### config.mk
export PLATFORM = sky130hd
export DESIGN_NAME = sse_encoder_flat
export DESIGN_NICKNAME = d
export VERILOG_FILES = /design/src/rtl/sse_pkg.sv /design/src/rtl/sse_encoder_if.sv /design/src/rtl/sse_gf_mul.sv /design/src/rtl/sse_encoder.sv /design/src/flat_wrapper.sv
export SDC_FILE = /design/constraint.sdc
export NUM_CORES = 1
export LEC_CHECK = 0
export CELL_PAD_IN_SITES_DETAIL_PLACEMENT = 1
export CELL_PAD_IN_SITES_GLOBAL_PLACEMENT = 1
export CORE_MARGIN = 4
export CORE_UTILIZATION = 42
export DETAILED_ROUTE_END_ITERATION = 8
export PLACE_DENSITY = 0.82
export SYNTH_ARGS = -nofsm -noshare
export SYNTH_HDL_FRONTEND = slang
export SYNTH_SLANG_ARGS = --single-unit
### constraint.sdc
create_clock -name clk -period 4.2 [get_ports clk]
set_input_delay 0.63 -clock clk [delete_from_list [all_inputs] [get_ports clk]]
set_output_delay 0.63 -clock clk [all_outputs]
set_load 0.01 [all_outputs]
### src/rtl/sse_pkg.sv
// Shared definitions for the single-symbol-error (SSE) code over GF(2^8),
// primitive polynomial 0x15F. Used by the encoder, its GF multiplier and
// the corrector.
package sse_pkg;

  localparam int unsigned SYM_W      = 8;
  localparam int unsigned N_DATA_SYM = 8;
  localparam int unsigned DATA_W     = SYM_W * N_DATA_SYM;
  localparam int unsigned CW_W       = DATA_W + 2 * SYM_W;

  localparam logic [8:0] PRIM_POLY = 9'h15F;

  typedef enum logic [1:0] {IDLE, CALC, DONE} state_t;

  // Codeword layout: data symbols, then P0, then P1.
  typedef struct packed {
    logic [DATA_W-1:0] data;
    logic [SYM_W-1:0]  p0;
    logic [SYM_W-1:0]  p1;
  } codeword_t;

  // Shift-and-add GF(2^8) product, reduced by PRIM_POLY.
  function automatic logic [SYM_W-1:0] gf_mul(logic [SYM_W-1:0] a, logic [SYM_W-1:0] b);
    logic [SYM_W-1:0] acc;
    logic [SYM_W-1:0] sh;
    acc = '0;
    sh  = a;
    for (int unsigned i = 0; i < SYM_W; i++) begin
      if (b[i]) acc = acc ^ sh;
      sh = sh[SYM_W-1] ? (SYM_W'(sh << 1) ^ PRIM_POLY[SYM_W-1:0]) : SYM_W'(sh << 1);
    end
    return acc;
  endfunction

  // alpha^e by square-and-multiply; only evaluated at elaboration time.
  function automatic logic [SYM_W-1:0] alpha_pow(logic [7:0] e);
    logic [SYM_W-1:0] r;
    logic [SYM_W-1:0] base;
    r    = 8'h01;
    base = 8'h02;
    for (int unsigned k = 0; k < 8; k++) begin
      if (e[k]) r = gf_mul(r, base);
      base = gf_mul(base, base);
    end
    return r;
  endfunction

  // Parity-check column coefficients (alpha^25 = E3, alpha^39 = B4, alpha^50 = 24).
  localparam logic [SYM_W-1:0] H0_COEF [N_DATA_SYM] = '{
    alpha_pow(8'd25),  alpha_pow(8'd39),  alpha_pow(8'd63),  alpha_pow(8'd108),
    alpha_pow(8'd141), alpha_pow(8'd184), alpha_pow(8'd215), alpha_pow(8'd230)};

  localparam logic [SYM_W-1:0] H1_COEF [N_DATA_SYM] = '{
    alpha_pow(8'd50),  alpha_pow(8'd78),  alpha_pow(8'd126), alpha_pow(8'd216),
    alpha_pow(8'd27),  alpha_pow(8'd113), alpha_pow(8'd175), alpha_pow(8'd205)};

endpackage

### src/rtl/sse_encoder_if.sv
// Handshake bus of the SSE encoder.
//   in_valid/in_ready/data_in          : data word in (master -> encoder)
//   out_valid/out_ready/codeword_out   : codeword out (encoder -> master)
interface sse_encoder_if;
  import sse_pkg::*;

  logic              in_valid;
  logic              in_ready;
  logic [DATA_W-1:0] data_in;
  logic              out_valid;
  logic              out_ready;
  codeword_t         codeword_out;

  modport master (
    output in_valid, data_in, out_ready,
    input  in_ready, out_valid, codeword_out
  );

  modport slave (
    input  in_valid, data_in, out_ready,
    output in_ready, out_valid, codeword_out
  );
endinterface

### src/rtl/sse_gf_mul.sv
// Combinational 8x8 GF(2^8) multiplier (shift-and-add, poly 0x15F).
//   a, b : operands
//   p    : product
module sse_gf_mul
  import sse_pkg::*;
(
  input  logic [SYM_W-1:0] a,
  input  logic [SYM_W-1:0] b,
  output logic [SYM_W-1:0] p
);

  always_comb p = gf_mul(a, b);

endmodule

### src/rtl/sse_encoder.sv
// SSE encoder: latches a 64-bit word, folds SYM_PER_CYCLE symbols per cycle
// into two parity accumulators, then presents {data, P0, P1}.
//   clk, rst_n : clock, async active-low reset
//   bus        : sse_encoder_if slave (input and output handshakes)
//   busy       : high whenever the FSM is not idle
module sse_encoder
  import sse_pkg::*;
#(
  parameter int unsigned SYM_PER_CYCLE = 1
) (
  input  logic         clk,
  input  logic         rst_n,
  sse_encoder_if.slave bus,
  output logic         busy
);

  localparam int unsigned CNT_W = 3;
  localparam logic [CNT_W-1:0] LAST_CNT = CNT_W'(N_DATA_SYM - SYM_PER_CYCLE);

  state_t            state_q, state_d;
  logic [CNT_W-1:0]  cnt_q, cnt_d;
  logic [SYM_W-1:0]  acc0_q, acc0_d, acc1_q, acc1_d;
  logic [DATA_W-1:0] data_q, data_d;
  codeword_t         cw_q, cw_d;
  logic              out_valid_q, out_valid_d;
  logic              in_ready_q, in_ready_d;
  logic              busy_q, busy_d;

  logic [SYM_W-1:0] sym   [N_DATA_SYM];
  logic [SYM_W-1:0] prod0 [SYM_PER_CYCLE];
  logic [SYM_W-1:0] prod1 [SYM_PER_CYCLE];
  logic [SYM_W-1:0] fold0, fold1;

  // Split the latched word into symbols, symbol 0 in the MSBs.
  for (genvar i = 0; i < N_DATA_SYM; i++) begin : g_sym
    assign sym[i] = data_q[DATA_W-1-SYM_W*i -: SYM_W];
  end

  // One multiplier pair per symbol folded this cycle.
  for (genvar j = 0; j < SYM_PER_CYCLE; j++) begin : g_fold
    logic [CNT_W-1:0] idx;
    assign idx = cnt_q + CNT_W'(j);
    sse_gf_mul u_mul0 (.a(sym[idx]), .b(H0_COEF[idx]), .p(prod0[j]));
    sse_gf_mul u_mul1 (.a(sym[idx]), .b(H1_COEF[idx]), .p(prod1[j]));
  end

  // XOR tree over this cycle's products.
  always_comb begin
    fold0 = '0;
    fold1 = '0;
    for (int unsigned j = 0; j < SYM_PER_CYCLE; j++) begin
      fold0 = fold0 ^ prod0[j];
      fold1 = fold1 ^ prod1[j];
    end
  end

  // Next-state and registered-output logic.
  always_comb begin
    state_d     = state_q;
    cnt_d       = cnt_q;
    acc0_d      = acc0_q;
    acc1_d      = acc1_q;
    data_d      = data_q;
    cw_d        = cw_q;
    out_valid_d = 1'b0;
    unique case (state_q)
      IDLE: begin
        if (bus.in_valid && in_ready_q) begin
          data_d  = bus.data_in;
          acc0_d  = '0;
          acc1_d  = '0;
          cnt_d   = '0;
          state_d = CALC;
        end
      end
      CALC: begin
        acc0_d = acc0_q ^ fold0;
        acc1_d = acc1_q ^ fold1;
        cnt_d  = cnt_q + CNT_W'(SYM_PER_CYCLE);
        if (cnt_q == LAST_CNT) state_d = DONE;
      end
      DONE: begin
        // First DONE cycle loads the output register; valid then holds until taken.
        out_valid_d = 1'b1;
        cw_d        = '{data: data_q, p0: acc0_q, p1: acc1_q};
        if (out_valid_q && bus.out_ready) begin
          out_valid_d = 1'b0;
          state_d     = IDLE;
        end
      end
      default: state_d = IDLE;
    endcase
    in_ready_d = (state_d == IDLE);
    busy_d     = (state_d != IDLE);
  end

  // State and output registers.
  always_ff @(posedge clk or negedge rst_n) begin
    if (!rst_n) begin
      state_q     <= IDLE;
      cnt_q       <= '0;
      acc0_q      <= '0;
      acc1_q      <= '0;
      data_q      <= '0;
      cw_q        <= '0;
      out_valid_q <= 1'b0;
      in_ready_q  <= 1'b1;
      busy_q      <= 1'b0;
    end else begin
      state_q     <= state_d;
      cnt_q       <= cnt_d;
      acc0_q      <= acc0_d;
      acc1_q      <= acc1_d;
      data_q      <= data_d;
      cw_q        <= cw_d;
      out_valid_q <= out_valid_d;
      in_ready_q  <= in_ready_d;
      busy_q      <= busy_d;
    end
  end

  assign bus.in_ready     = in_ready_q;
  assign bus.out_valid    = out_valid_q;
  assign bus.codeword_out = cw_q;
  assign busy             = busy_q;

endmodule

### src/flat_wrapper.sv
// flat-port wrapper written by rule: the top's interface ports become plain ports
module sse_encoder_flat import sse_pkg::*;
#(
  parameter int unsigned SYM_PER_CYCLE = 1
)
  (clk, rst_n, busy, bus_in_valid, bus_data_in, bus_out_ready, bus_in_ready, bus_out_valid, bus_codeword_out);
  sse_encoder_if bus_i ();
  input  logic clk;
  input  logic rst_n;
  output logic busy;
  input wire logic [$bits(bus_i.in_valid)-1:0] bus_in_valid;
  input wire logic [$bits(bus_i.data_in)-1:0] bus_data_in;
  input wire logic [$bits(bus_i.out_ready)-1:0] bus_out_ready;
  output wire logic [$bits(bus_i.in_ready)-1:0] bus_in_ready;
  output wire logic [$bits(bus_i.out_valid)-1:0] bus_out_valid;
  output wire logic [$bits(bus_i.codeword_out)-1:0] bus_codeword_out;
  assign bus_i.in_valid = bus_in_valid;
  assign bus_i.data_in = bus_data_in;
  assign bus_i.out_ready = bus_out_ready;
  assign bus_in_ready = bus_i.in_ready;
  assign bus_out_valid = bus_i.out_valid;
  assign bus_codeword_out = bus_i.codeword_out;
  sse_encoder #(.SYM_PER_CYCLE(SYM_PER_CYCLE)) u_core (.clk(clk), .rst_n(rst_n), .bus(bus_i), .busy(busy));
endmodule
==> reports/metrics.yaml <==
clk_pin_slew_worst_paths_ns: 0.07
num_vias: 8745
postPlaceCellArea_um2: 12050
syn2layout_area_growth_pct: 26.64
overflow: 0
drive_gt1_frac: 0.1753
worst_slew_pin_slew_ns: 1.081
finalClockSkew_ns: 0.01599
hold_buffers: 0
syn_nets: 1118
numCtsBuffers: 17
post_cts_buffers: 0
critPathCaptureType: "register"
min_path_type: "input pin to asynchronous set/reset pin"
h-tree-depth: 4
io_pins: 151
syn_area_um2: 9990
cts_resized: 0
cts_tree: "yes"
tns_ns: 0
rows: 56
fin_crit_ns: 3.880
dieArea_um2: 26320
ys.flop_type: "dfrtp_1"
clock-sinks: 168
rsz0062_at_grt: "false"
hold-worst-slack_ns: 0.2007
synth_cell_type_count: 66
track_usage: 0.2783
cts_root_buf: "clkbuf_16"
ys_seq_area_frac: 0.4210
multi_input_area_um2: 5488
dr.first_iter.drc_count: 655
seqCellArea_um2: 4207
critPathArrivalTime_ns: 4.24
yosysWarnings: 0
antenna_found_initial: 0
grt_pass1_wl_um: 56570
relSlewSlack: 0.2785
grt_max_degree: 79
finalCritPeriodShare: 0.9238
place.gp.congestion: 0.9874
wirelength_um: 36050
worstPathRequired_ns: 4.56
fill_cells: 2713
cts_max_path_buffers: 2
initial_core_util: 0.4269
synth_cells: 1044
grt_pass1_vias: 9577
fmax_ghz: 0.2577
vias_per_cell: 5.679
yosys_register_bits: 168
port_buffers: 150
drtAntennaViolNets: 0
cp_max_fo: 14
core_area_um2: 23400
synth-edff-count: 0
post-route-drc-count: 0
drt_pass1_iterations: 5
hold_viol: 0
fin_nets: 1282
syn-mean-instance-area_um2: 9.569
drv_cap: 0
async_flop_share: 1.000
setup_viol: 0
crit_type: "register to register"
insertion_delay_ns: 0.43
stdcell_area_um2: 12650
diodes: 0
hpwlAfterDp_um: 26170
r2r_cells: 13
fp.dieH_um: 162.2
status: "finished clean"
start_kind: "register"
slew_violations: 0
die-width_um: 162.2
wl_per_cell_um: 23.41
worst paths after layout:
path | startpoint | to | slack, ns
max in group asynchronous | rst_n | u_core.bus.in_ready | 3.06
worst max-delay path | u_core.cnt_q[0] | u_core.acc0_q[2] | 0.32
min in group clk | u_core.bus.codeword_out[10] | u_core.bus.codeword_out[10] | 0.49
worst max register to register | u_core.cnt_q[0] | u_core.acc0_q[2] | 0.32
worst min-delay path | rst_n | u_core.acc0_q[0] | 0.20
worst min register to register | u_core.bus.codeword_out[10] | u_core.bus.codeword_out[10] | 0.49
critical path, cell delays in order (launching register included):
cell and delay [ns]:
dfrtp_2 0.63, buf_4 0.24, mux4_2 0.54, nor2_1 0.14
or2_1 0.22, buf_4 0.20, xnor2_2 0.17, xnor2_2 0.16
xnor2_1 0.57, xnor2_1 0.24, nand2_1 0.12, xnor2_1 0.19
or3_1 0.31, o21ai_1 0.08
sequential cells by signal (all words and copies together) (netlist names):
signal	cells
u_core.state_q	2
u_core.data_q	64
u_core.cnt_q	3
u_core.bus.in_ready	1
u_core.busy	1
u_core.acc0_q	8
u_core.acc1_q	8
u_core.bus.codeword_out	80
u_core.bus.out_valid	1
logic make-up after synthesis:
kind of cell	share of synthesized area
muxes	0.1455
buffers and inverters	0.03106
xor gates and xnor gates	0.1316
adders and majority gates	0.007515
DFF	0.4210
AOI/OAI and AO/OA	0.09745
and+or+nand+nor	0.1658
final cells by class:
class / instances / share of cell area
Clock buffer: 18 / 0.03392
Timing Repair Buffer: 206 / 0.1520
Multi-Input combinational cell: 806 / 0.4338
Inverter: 9 / 0.002670
Tap cell: 319 / 0.03155
Clock inverter: 14 / 0.01355
Sequential cell: 168 / 0.3325
layer usage:
metal  global-route usage  wire length, µm  part of all wire  vias up
li1                     -                -                 -     3874
met1               0.3520            14750              0.41     4461
met2               0.4710            17930              0.50      325
met3              0.04999             1924             0.053       85
met4               0.1173             1446             0.040        0
met5                    0                0                 0        -
stage by stage:
stage / instances / worst slack, ns / util
after floorplan: 1044 / 0.8746 / -
after global placement: 1508 / 0.4863 / 0.5149
after detailed placement: 1508 / 0.2872 / 0.5149
after CTS: 1540 / 0.3460 / 0.5406
after global routing: 1540 / 0.1010 / 0.5406
final: 1540 / 0.3202 / 0.5406
cells in the mapped netlist, drive strengths merged, types with 3 or more instances:
cell	number	area, µm²
clkbuf	43	161.4
nand2b	9	56.30
xor2	14	130.1
a311oi	3	26.28
o221ai	4	35.03
a31oi	5	31.28
a22oi	8	65.06
xnor2	119	1185
nand3	15	75.07
buf	18	115.1
a21oi	33	165.2
o31ai	10	88.83
and2	6	37.54
o21ai	44	220.2
inv	7	26.28
nand2	261	979.7
o2111ai	3	26.28
nand4	5	31.28
mux2i	16	226.5
dfrtp	167	4179
mux2	81	912.1
nor3	8	40.04
o211ai	9	67.56
or3	3	18.77
o22ai	10	62.56
ha	6	75.07
mux4	14	315.3
nor2	87	329.1
nor2b	5	31.28
layout by cell type, fill, tap and decap left out, types with 6 or more instances in the layout:
master	count
nand2_1	261
dfrtp_1	166
clkdlybuf4s50_1	149
xnor2_1	106
nor2_1	86
mux2_2	81
buf_4	56
o21ai_0	37
a21oi_1	33
clkbuf_16	17
mux4_2	14
nand3_1	14
xor2_1	13
mux2i_1	10
o22ai_1	10
xnor2_2	9
o211ai_1	9
o31ai_1	9
nand2b_1	8
nor3_1	8
inv_1	7
o21ai_1	7
a22oi_1	7
ha_1	6
inv_8	6
Power is left out: the tool's default activity adds up to more than one toggle a clock period on the data nets, which glitch-free logic cannot reach.
